==> config.mk <==
export PLATFORM = sky130hd
export DESIGN_NAME = image_xform_engine
export DESIGN_NICKNAME = d
export VERILOG_FILES = /design/src/rtl/image_xform_engine.sv
export SDC_FILE = /design/constraint.sdc
export NUM_CORES = 1
export LEC_CHECK = 0
export BUFFER_PORTS_ARGS = -buffer_cell sky130_fd_sc_hd__buf_2
export CAP_MARGIN = 20
export CORE_ASPECT_RATIO = 1.4
export CORE_MARGIN = 2
export CORE_UTILIZATION = 30
export CTS_CLUSTER_SIZE = 40
export DETAILED_ROUTE_END_ITERATION = 8
export PLACE_DENSITY = 0.46
export SLEW_MARGIN = 40
export SYNTH_ARGS = -nofsm -noshare
export SYNTH_HDL_FRONTEND = slang
export SYNTH_SLANG_ARGS = --single-unit
==> constraint.sdc <==
create_clock -name clk -period 19.65 [get_ports clk]
set_clock_uncertainty 0.1 [all_clocks]
set_input_delay 1.965 -clock clk [delete_from_list [all_inputs] [get_ports clk]]
set_output_delay 1.965 -clock clk [all_outputs]
set_load 0.02 [all_outputs]
==> src/rtl/image_xform_engine.sv <==
// Per-pixel geometric transform engine: fetches each destination pixel's source word,
// or substitutes a fill value, and writes it out in raster order into ping-pong buffers.
module image_xform_engine #(
    parameter int                DATA_W    = 64,
    parameter int                ADDR_W    = 32,
    parameter int                H_ACT     = 1024,
    parameter int                V_ACT     = 768,
    parameter int                RD_BASE0  = 2073600,
    parameter int                RD_BASE1  = 0,
    parameter int                WR_BASE0  = 6220800,
    parameter int                WR_BASE1  = 4147200,
    parameter logic [DATA_W-1:0] FILL_WORD = '0,
    parameter int                TIMEOUT   = 1023
) (
    input  logic              clk,
    input  logic              rst,
    input  logic              enable,
    input  logic              cfg_valid,
    input  logic [2:0]        cfg_mode,
    input  logic [11:0]       cfg_shift_x,
    input  logic [11:0]       cfg_shift_y,
    input  logic [3:0]        cfg_scale,
    output logic              rd_valid,
    input  logic              rd_ready,
    output logic [9:0]        rd_burst_len,
    output logic [ADDR_W-1:0] rd_addr,
    input  logic [DATA_W-1:0] rd_data,
    input  logic              rd_burst_finish,
    output logic              wr_valid,
    input  logic              wr_ready,
    output logic [9:0]        wr_burst_len,
    output logic [ADDR_W-1:0] wr_addr,
    output logic [DATA_W-1:0] wr_data,
    input  logic              wr_burst_finish,
    output logic              buf_sel,
    output logic              frame_done,
    output logic              busy,
    output logic              error
);
    localparam int XW = (H_ACT > 1) ? $clog2(H_ACT) : 1;
    localparam int YW = (V_ACT > 1) ? $clog2(V_ACT) : 1;
    localparam int WW = (TIMEOUT > 1) ? $clog2(TIMEOUT + 1) : 1;

    typedef enum logic [2:0] {IDLE, CALC, READ, WRITE, NEXT} state_t;
    state_t state, state_n;

    logic [2:0]        sh_mode, act_mode;
    logic [11:0]       sh_shift_x, sh_shift_y, act_shift_x, act_shift_y;
    logic [3:0]        sh_scale, act_scale;
    logic [XW-1:0]     x;
    logic [YW-1:0]     y;
    logic [WW-1:0]     wdog;
    logic signed [13:0] xs, ys, sx, sy;
    logic [13:0]       scale_eff;
    logic              in_range, last_x, last_y, wd_hit;
    logic [ADDR_W-1:0] rd_addr_c, wr_addr_c;
    logic              unused_ok;

    assign rd_burst_len = 10'd1;
    assign wr_burst_len = 10'd1;
    assign unused_ok    = &{1'b0, wr_ready};

    // Destination -> source coordinate map, evaluated during CALC
    always_comb begin
        xs        = 14'(x);
        ys        = 14'(y);
        scale_eff = (act_scale == 4'd0) ? 14'd1 : 14'(act_scale);
        sx        = xs;
        sy        = ys;
        case (act_mode)
            3'd1: begin
                sx = xs - {{2{act_shift_x[11]}}, act_shift_x};
                sy = ys - {{2{act_shift_y[11]}}, act_shift_y};
            end
            3'd2: begin
                sx = $signed(14'(x) * scale_eff);
                sy = $signed(14'(y) * scale_eff);
            end
            3'd3: sx = 14'(H_ACT - 1) - xs;
            3'd4: sy = 14'(V_ACT - 1) - ys;
            3'd5: begin
                sx = 14'(H_ACT - 1) - xs;
                sy = 14'(V_ACT - 1) - ys;
            end
            default: ;
        endcase
    end

    assign in_range  = !sx[13] && (sx < 14'(H_ACT)) && !sy[13] && (sy < 14'(V_ACT));
    assign rd_addr_c = (buf_sel ? ADDR_W'(RD_BASE1) : ADDR_W'(RD_BASE0))
                     + ADDR_W'(sy[12:0]) * ADDR_W'(H_ACT) + ADDR_W'(sx[12:0]);
    assign wr_addr_c = (buf_sel ? ADDR_W'(WR_BASE1) : ADDR_W'(WR_BASE0))
                     + ADDR_W'(y) * ADDR_W'(H_ACT) + ADDR_W'(x);
    assign last_x    = (x == XW'(H_ACT - 1));
    assign last_y    = (y == YW'(V_ACT - 1));
    assign wd_hit    = (wdog == WW'(TIMEOUT - 1));

    always_ff @(posedge clk or posedge rst) begin
        if (rst) state <= IDLE;
        else     state <= state_n;
    end

    always_comb begin
        state_n = state;
        case (state)
            IDLE:  if (enable) state_n = CALC;
            CALC:  state_n = in_range ? READ : WRITE;
            READ:  if (rd_burst_finish) state_n = WRITE;
                   else if (wd_hit)     state_n = IDLE;
            WRITE: if (wr_burst_finish) state_n = NEXT;
                   else if (wd_hit)     state_n = IDLE;
            NEXT:  state_n = (last_x && last_y) ? IDLE : CALC;
            default: state_n = IDLE;
        endcase
    end

    // Watchdog restarts on every state change, so each handshake gets a full budget
    always_ff @(posedge clk or posedge rst) begin
        if (rst)                                 wdog <= '0;
        else if (state_n != state)               wdog <= '0;
        else if (state == READ || state == WRITE) wdog <= wdog + 1'b1;
    end

    always_ff @(posedge clk or posedge rst) begin
        if (rst) begin
            sh_mode    <= 3'd0;
            sh_shift_x <= '0;
            sh_shift_y <= '0;
            sh_scale   <= 4'd1;
        end else if (cfg_valid) begin
            sh_mode    <= cfg_mode;
            sh_shift_x <= cfg_shift_x;
            sh_shift_y <= cfg_shift_y;
            sh_scale   <= cfg_scale;
        end
    end

    always_ff @(posedge clk or posedge rst) begin
        if (rst) begin
            act_mode    <= 3'd0;
            act_shift_x <= '0;
            act_shift_y <= '0;
            act_scale   <= 4'd1;
            x           <= '0;
            y           <= '0;
            rd_valid    <= 1'b0;
            rd_addr     <= '0;
            wr_valid    <= 1'b0;
            wr_addr     <= '0;
            wr_data     <= '0;
            buf_sel     <= 1'b0;
            frame_done  <= 1'b0;
            busy        <= 1'b0;
            error       <= 1'b0;
        end else begin
            frame_done <= 1'b0;
            case (state)
                IDLE: if (enable) begin
                    act_mode    <= sh_mode;
                    act_shift_x <= sh_shift_x;
                    act_shift_y <= sh_shift_y;
                    act_scale   <= sh_scale;
                    x           <= '0;
                    y           <= '0;
                    busy        <= 1'b1;
                end
                CALC: if (in_range) begin
                    rd_addr  <= rd_addr_c;
                    rd_valid <= 1'b1;
                end else begin
                    wr_data  <= FILL_WORD;
                    wr_addr  <= wr_addr_c;
                    wr_valid <= 1'b1;
                end
                READ: begin
                    if (rd_ready) wr_data <= rd_data;
                    if (rd_burst_finish) begin
                        rd_valid <= 1'b0;
                        wr_addr  <= wr_addr_c;
                        wr_valid <= 1'b1;
                    end else if (wd_hit) begin
                        rd_valid <= 1'b0;
                        busy     <= 1'b0;
                        error    <= 1'b1;
                    end
                end
                WRITE: begin
                    if (wr_burst_finish) begin
                        wr_valid <= 1'b0;
                    end else if (wd_hit) begin
                        wr_valid <= 1'b0;
                        busy     <= 1'b0;
                        error    <= 1'b1;
                    end
                end
                NEXT: begin
                    if (!last_x) begin
                        x <= x + 1'b1;
                    end else begin
                        x <= '0;
                        if (last_y) begin
                            y          <= '0;
                            frame_done <= 1'b1;
                            buf_sel    <= ~buf_sel;
                            busy       <= 1'b0;
                        end else begin
                            y <= y + 1'b1;
                        end
                    end
                end
                default: begin
                    rd_valid <= 1'b0;
                    wr_valid <= 1'b0;
                    busy     <= 1'b0;
                end
            endcase
        end
    end
endmodule

==> results of run 1 <==
[cells in the final DEF, fill, tap and decap left out, types with 22 or more instances in the layout]
cell,netlist,final
sky130_fd_sc_hd__nand2_1,95,95
sky130_fd_sc_hd__o21ai_0,94,94
sky130_fd_sc_hd__nand3_1,32,32
sky130_fd_sc_hd__conb_1,2,37
sky130_fd_sc_hd__and2_1,60,60
sky130_fd_sc_hd__xnor2_1,41,41
sky130_fd_sc_hd__buf_2,6,218
sky130_fd_sc_hd__xor2_1,25,25
sky130_fd_sc_hd__fa_1,36,36
sky130_fd_sc_hd__dfrtp_1,210,207
sky130_fd_sc_hd__clkbuf_16,0,25
sky130_fd_sc_hd__a21oi_1,69,68
sky130_fd_sc_hd__mux2_2,50,50
sky130_fd_sc_hd__ha_1,87,87
sky130_fd_sc_hd__nor3_1,88,88
sky130_fd_sc_hd__nor2_1,211,211
sky130_fd_sc_hd__a21o_1,22,22
sky130_fd_sc_hd__mux2_4,31,31
sky130_fd_sc_hd__inv_1,101,100
[sequential cells by signal, indices dropped and copies added, names as in the netlist]
name / count
act_mode: 3
frame_done: 1
sh_scale: 4
wr_valid: 1
wr_addr: 23
state: 3
busy: 1
buf_sel: 1
rd_addr: 24
sh_shift_x: 12
y: 10
x: 10
error: 1
sh_shift_y: 12
sh_mode: 3
rd_valid: 1
act_shift_y: 12
act_shift_x: 12
wdog: 10
wr_data: 64
act_scale: 4
[worst max-delay path by stage]
stage	endpoint	depth (start not counted)
after CTS	rd_addr[21]	22
after global placement	rd_addr[21]	22
after floorplan	act_mode[0]	1
after global routing	rd_addr[21]	23
after detailed placement	rd_addr[21]	22
final	rd_addr[21]	22
[critical path: stages, from the launching register on]
cell                       delay, ns
sky130_fd_sc_hd__dfrtp_2        0.65
sky130_fd_sc_hd__nor3_1         0.12
sky130_fd_sc_hd__or2_2          0.46
sky130_fd_sc_hd__and2_1         0.23
sky130_fd_sc_hd__fa_1           0.49
sky130_fd_sc_hd__fa_1           0.48
sky130_fd_sc_hd__a21o_1         0.22
sky130_fd_sc_hd__a221o_1        0.41
sky130_fd_sc_hd__a21oi_1        0.14
sky130_fd_sc_hd__o311ai_0       0.12
sky130_fd_sc_hd__a21oi_1        0.40
sky130_fd_sc_hd__inv_1          0.11
sky130_fd_sc_hd__ha_1           0.35
sky130_fd_sc_hd__fa_1           0.48
sky130_fd_sc_hd__a21o_1         0.18
sky130_fd_sc_hd__a21oi_1        0.25
sky130_fd_sc_hd__nor2_1         0.08
sky130_fd_sc_hd__nor2_1         0.16
sky130_fd_sc_hd__o21ai_0        0.16
sky130_fd_sc_hd__a21o_1         0.20
sky130_fd_sc_hd__a21oi_1        0.17
sky130_fd_sc_hd__xnor2_1        0.08
sky130_fd_sc_hd__mux2_2         0.25
[report_power, final]
| part | internal, mW | switching, mW |
|---|---|---|
| logic | 0.502 | 0.775 |
| registers | 0.586 | 0.119 |
| clock network | 0.293 | 0.187 |
| total | 1.38 | 1.08 |
[cells by family (layout without fill, tap and decap cells)]
kind of cell,Yosys count,after routing,synth area share
simple gates,550,550,0.180
compound gates,280,280,0.125
buf+inv,222,373,0.0745
flops,212,212,0.373
fa+ha+maj,123,123,0.127
mux,90,90,0.0787
xor+xnor,66,66,0.0407
other cells,2,39,0.000528
[area by class of cell]
class / count / area [sq um]
inverters: 102 / 395
well taps: 624 / 781
multi-input cells: 1146 / 8010
clock inverters: 9 / 130
clock buffers: 32 / 712
repair buffers: 230 / 1180
flip-flops and latches: 212 / 5310
fillers: 4872 / 30400
diodes: 2 / 5.00
[metrics by stage]
| stage | power, mW | setup slack [ns] | cells | hold slack [ns] | utilization |
|---|---|---|---|---|---|
| floorplan | 1.64 | 11.79 | 1580 | 0.346 | - |
| global placement | 1.99 | 12.92 | 2314 | 0.365 | 0.334 |
| detailed placement | 2.01 | 12.93 | 2314 | 0.365 | 0.334 |
| CTS | 2.50 | 12.87 | 2355 | 0.381 | 0.352 |
| global route | 2.66 | 12.83 | 2355 | 0.388 | 0.352 |
| finish | 2.46 | 13.20 | 2357 | 0.375 | 0.352 |
[layer usage]
metal	wire [um]	track usage	part of all wire
met1	16500	0.194	0.40
met5	38	0	0.00093
met4	723	0.0402	0.018
met3	2330	0.0339	0.057
met2	21200	0.310	0.52
==> flow_metrics.env, run 1 <==
export IMPL_status="complete, no violations"
export IMPL_die_y_um=262
export IMPL_asyncSetResetFlopFracSynth=1.00
export IMPL_rows=94
export IMPL_critPathRequiredTime_ns=19.95
export IMPL_initial_antenna_violation_count=5
export IMPL_setup_viol=0
export IMPL_startpoint="act_scale[2]"
export IMPL_area_delta_synth_final_pct=16.2
export IMPL_die_width_um=188
export IMPL_clock_slew_at_reported_path_ffs_ns=0.06
export IMPL_finalCritPeriodShare=0.328
export IMPL_global_placer_s_final_weighted_congestion=0.827
export IMPL_maximum_number_of_pins_on_one_net_before_global_route_repair=111
export IMPL_predominant_post_synthesis_flop_cell="sky130_fd_sc_hd__dfrtp_1"
export IMPL_worst_slew_pin_transition_ns=0.751
export IMPL_cts_inserted_buffers=24
export IMPL_wl_per_cell_um=17.3
export IMPL_rsz0062_at_grt="no"
export IMPL_initial_drc_count=512
export IMPL_post_route_cells_drive_above_1_share=0.222
export IMPL_reg2reg_setup_slack_ns=13.20
export IMPL_hold_path_startpoint="busy"
export IMPL_first_pass_iters=5
export IMPL_hold_viol=0
export IMPL_hpwlAfterDp_um=30000
export IMPL_stdcell_area_sq_um=16500
export IMPL_hold_path_end="busy"
export IMPL_grt_first_pass_wirelength_um=65300
export IMPL_max_freq_mhz=155
export IMPL_core_region_area_sq_um=46900
export IMPL_whs_path_depth=1
export IMPL_fp_dieArea_sq_um=49200
export IMPL_initial_utilization=0.303
export IMPL_synth_seq_cells=212
export IMPL_critical_path_reg2reg_endpoint="rd_addr[21]"
export IMPL_num_nets_final=1942
export IMPL_finalSetupTns_ns=0
export IMPL_avgViaCountPerCell=4.83
export IMPL_detail_route_wirelength_um=40800
export IMPL_grt_overflow_total=0
export IMPL_setup_worst_path_end_class="flop"
export IMPL_number_of_enable_flip_flop_cells_after_synthesis=0
export IMPL_antenna_left=0
export IMPL_synth_top_area_cell="sky130_fd_sc_hd__dfrtp_1"
export IMPL_maxCapViolCount=0
export IMPL_worstRegToRegCells=22
export IMPL_synth_most_common_cell="sky130_fd_sc_hd__nor2_1"
export IMPL_cts_root_buffer_cell="sky130_fd_sc_hd__clkbuf_16"
export IMPL_grt_use_total=0.166
export IMPL_cp_arrival_ns=6.75
export IMPL_hold_path_class="reg -> reg"
export IMPL_crit_reg2reg_launch="act_scale[2]"
export IMPL_criticalPathCategory="reg -> reg"
export IMPL_route_vias_total=11400
export IMPL_synth_common_cells="211 x sky130_fd_sc_hd__nor2_1, 210 x sky130_fd_sc_hd__dfrtp_1, 101 x sky130_fd_sc_hd__inv_1"
export IMPL_worstSkewPairLatency_ns=0.53
export IMPL_syn_inst=1545
export IMPL_post_synth_num_cell_types=74
export IMPL_drcViolationCount=0
export IMPL_postCtsHoldBufs=0
export IMPL_placed_cell_area_sq_um=15700
export IMPL_port_buffers=218
export IMPL_ys_seq_area_frac=0.373
export IMPL_worst_ir_drop_vdd_uv=86.2
export IMPL_cts_setup_buffers=0
export IMPL_powerDensity_nw_per_um2=149
export IMPL_number_of_buffers_on_the_longest_clock_path=3
export IMPL_cts_sink_count=212
export IMPL_timing_critical_path_from_type="flop"
export IMPL_power_leakage_nw=7.97
export IMPL_synthesis_yosys_warnings=0
export IMPL_floorplan_io_pins=257
export IMPL_cts_tree="yes"
export IMPL_path_max_fanout=22
export IMPL_slew_violations=0
export IMPL_finalCriticalPeriod_ns=6.45
export IMPL_post_cts_resized=0
export IMPL_first_global_vias=11600
export IMPL_clock_tree_htree_level_count=1
export IMPL_post_synth_instance_area_sq_um=14200
export IMPL_syn_mean_instance_area_sq_um=9.20
export IMPL_relative_max_transition_margin=0.500
export IMPL_synth_area_leaders="sky130_fd_sc_hd__dfrtp_1 37%, sky130_fd_sc_hd__ha_1 7.7%, sky130_fd_sc_hd__nor2_1 5.6%"
export IMPL_synth_top_cell_area_share=0.370
Note: power is estimated with default switching activity, not from simulation.
==> run 2, diff against run 1 <==
- ABC_AREA: default -> 1
- PLACE_DENSITY: 0.46 -> 0.48
- clock period: 19.65 -> 5.41 ns (I/O delays scaled with it)
==> flow_metrics.env, run 2 <==
export IMPL_status="complete, no violations"
export IMPL_fin_total_pwr_mw=8.52
export IMPL_synth_common_cells="565 x sky130_fd_sc_hd__nand2_1, 279 x sky130_fd_sc_hd__inv_1, 210 x sky130_fd_sc_hd__dfrtp_1"
export IMPL_worst_slew_pin_transition_ns=0.720
export IMPL_wl_per_cell_um=15.5
export IMPL_route_vias_total=12700
export IMPL_whs_ns=0.0918
export IMPL_post_synth_num_cell_types=53
export IMPL_powerDensity_nw_per_um2=492
export IMPL_rows=94
export IMPL_clock_power_share=0.204
export IMPL_finalWorstSetupSlack_ns=0.270
export IMPL_cts_sink_count=212
export IMPL_setup_viol=0
export IMPL_synth_top_area_cell="sky130_fd_sc_hd__dfrtp_1"
export IMPL_first_pass_iters=7
export IMPL_number_of_buffers_on_the_longest_clock_path=3
export IMPL_hold_path_class="in -> reg"
export IMPL_cts_tree="yes"
export IMPL_fillers=5025
export IMPL_registers_top_by_ff_count="wr_data"
export IMPL_slew_violations=0
export IMPL_detailedPlace_worstSlack_ns=-0.0568
export IMPL_antenna_left=0
export IMPL_combinationalPowerShare=0.535
export IMPL_mostFrequentLayoutCell="sky130_fd_sc_hd__nand2_1"
export IMPL_initial_antenna_violation_count=5
export IMPL_relative_max_transition_margin=0.518
export IMPL_hold_viol=0
export IMPL_setup_worst_path_end_class="flop"
export IMPL_path_max_fanout=8
export IMPL_initial_utilization=0.303
export IMPL_floorplan_io_pins=257
export IMPL_cts_inserted_buffers=25
export IMPL_grt_first_pass_wirelength_um=69000
export IMPL_maximum_number_of_pins_on_one_net_before_global_route_repair=140
export IMPL_power_leakage_nw=9.47
export IMPL_synth_top_cell_area_share=0.371
export IMPL_first_global_vias=13100
export IMPL_cp_arrival_ns=5.45
export IMPL_hpwlAfterDp_um=33300
export IMPL_cts_root_buffer_cell="sky130_fd_sc_hd__clkbuf_16"
export IMPL_num_nets_final=2358
export IMPL_layout_common_cells="559 x sky130_fd_sc_hd__nand2_1, 277 x sky130_fd_sc_hd__inv_1, 217 x sky130_fd_sc_hd__buf_2, 207 x sky130_fd_sc_hd__dfrtp_1, 104 x sky130_fd_sc_hd__o21ai_0"
export IMPL_max_freq_mhz=195
export IMPL_port_buffers=218
export IMPL_worst_ir_drop_vdd_uv=309
export IMPL_fp_dieArea_sq_um=49000
export IMPL_grt_overflow_total=0
export IMPL_power_sequential_fraction=0.262
export IMPL_timing_critical_path_from_type="flop"
export IMPL_multi_input_area_sq_um=7460
export IMPL_asyncSetResetFlopFracSynth=1.00
export IMPL_criticalPathCategory="reg -> reg"
export IMPL_ys_seq_area_frac=0.375
export IMPL_p_switching_mw=3.85
export IMPL_area_delta_synth_final_pct=22.3
export IMPL_avgViaCountPerCell=4.56
export IMPL_layout_top_registers="wr_data (64), rd_addr (24), wr_addr (23)"
export IMPL_syn_inst=1879
export IMPL_finalSetupTns_ns=0
export IMPL_initial_drc_count=577
export IMPL_post_synth_instance_area_sq_um=14200
export IMPL_worstRegToRegCells=29
export IMPL_core_region_area_sq_um=46800
export IMPL_predominant_post_synthesis_flop_cell="sky130_fd_sc_hd__dfrtp_1"
export IMPL_syn_mean_instance_area_sq_um=7.54
export IMPL_drcViolationCount=0
export IMPL_synth_seq_cells=212
export IMPL_critPathRequiredTime_ns=5.72
export IMPL_critical_path_reg2reg_endpoint="rd_addr[22]"
export IMPL_startpoint="act_scale[3]"
export IMPL_crit_reg2reg_launch="act_scale[3]"
export IMPL_grt_use_total=0.175
export IMPL_number_of_enable_flip_flop_cells_after_synthesis=0
export IMPL_detail_route_wirelength_um=43000
export IMPL_finalCriticalPeriod_ns=5.14
export IMPL_die_y_um=261
export IMPL_cell_type_with_the_highest_occurrence_count_on_the_critical_path="sky130_fd_sc_hd__a21oi_2"
export IMPL_power_internal_mw=4.67
export IMPL_synthesis_yosys_warnings=0
export IMPL_clock_slew_at_reported_path_ffs_ns=0.06
export IMPL_timing_critical_path_slowest_cell_delay_ns=0.53
export IMPL_global_placer_s_final_weighted_congestion=0.898
export IMPL_maxCapViolCount=0
export IMPL_post_route_cells_drive_above_1_share=0.199
export IMPL_finalCritPeriodShare=0.950
export IMPL_power_share_switching=0.452
export IMPL_sequential_area_sq_um=5310
export IMPL_stdcell_area_sq_um=17300
export IMPL_placed_cell_area_sq_um=16200
export IMPL_synth_area_leaders="sky130_fd_sc_hd__dfrtp_1 37%, sky130_fd_sc_hd__nand2_1 15%, sky130_fd_sc_hd__ha_1 7.7%"
export IMPL_largest_register_ffs=64
export IMPL_die_width_um=188
export IMPL_worstSkewPairLatency_ns=0.56
export IMPL_critical_path_endpoint="rd_addr[22]"
export IMPL_reg2reg_setup_slack_ns=0.27
export IMPL_clock_tree_htree_level_count=1
export IMPL_slowest_cell_on_the_critical_path="sky130_fd_sc_hd__fa_1"
export IMPL_synth_most_common_cell="sky130_fd_sc_hd__nand2_1"
run 2: cell types whose count changed in the layout (fill, tap and decap cells not counted), sizes merged, moves of 20 or more:
cell | previous run | this run
xnor2 | 41 | 9
and2 | 60 | 0
mux2 | 81 | 0
nand3 | 33 | 90
inv | 100 | 292
o21ai | 94 | 186
nor2 | 212 | 95
a21o | 22 | 2
nor3 | 88 | 18
buf | 230 | 296
nand2 | 95 | 571
run 2: how the worst min path moves through the flow:
| stage | cells past startpoint | startpoint | end |
|---|---|---|---|
| 5_1_grt | 3 | cfg_shift_y[5] | sh_shift_y[5] |
| 2_1_floorplan | 2 | act_shift_x[1] | act_shift_x[1] |
| 3_3_place_gp | 2 | rd_addr[23] | rd_addr[23] |
| 3_5_place_dp | 2 | rd_addr[23] | rd_addr[23] |
| 6_report | 3 | cfg_shift_y[7] | sh_shift_y[7] |
| 4_1_cts | 2 | rst | frame_done |
run 2: final cells by class:
cell class                 instances  share of cell area
clock buffer                      34              0.0409
timing repair buffer             297               0.105
antenna                            1            0.000144
inverter                         293              0.0637
clock inverter                    12             0.00758
multi-input combinational       1303               0.431
tap                              624              0.0451
sequential                       212               0.307
run 2: through the flow:
stage | util | instances
3_5_place_dp | 0.345 | 2721
2_1_floorplan | - | 1914
5_1_grt | 0.370 | 2775
3_3_place_gp | 0.345 | 2721
4_1_cts | 0.363 | 2767
6_report | 0.370 | 2776
run 2: logic make-up after synthesis:
group                      count (synthesis)  share of synthesized area
and+or+nand+nor                          812                      0.236
xor gates and xnor gates                  36                     0.0223
adders and majority gates                123                      0.128
AOI/OAI and AO/OA                        295                      0.116
DFF                                      212                      0.375
buffers and inverters                    399                      0.123
other                                      2                   0.000530
run 2: timing repair:
item,CTS,global route
setup buffers,0,5
gates resized for setup,2,46
pin swaps,0,19
hold buffers,0,1
endpoints found under the setup margin,1,4
endpoints found under the hold margin,0,18
run 2: layer usage:
| metal | part of all wire | GRT usage | routed length (um) |
|---|---|---|---|
| met1 | 0.41 | 0.199 | 17600 |
| met2 | 0.51 | 0.330 | 21800 |
| met3 | 0.050 | 0.0308 | 2170 |
| met4 | 0.033 | 0.0588 | 1420 |
| met5 | 0.0011 | 0 | 46 |
run 2: critical path, delay by kind of cell, from the launching register on:
family	cells	cell delay, ns
adders and majority gates	5	1.80
AOI/OAI and AO/OA	11	1.32
and+or+nand+nor	6	0.53
buffers and inverters	5	0.48
DFF	1	0.39
xor gates and xnor gates	2	0.37
run 2: power groups by stage:
stage	Sequential, mW	Combinational [mW]	Clock [mW]
floorplan	2.49	2.72	0
global placement	2.25	4.37	0
detailed placement	2.26	4.41	0
CTS	2.24	4.42	1.80
global route	2.28	5.14	1.85
finish	2.23	4.56	1.73
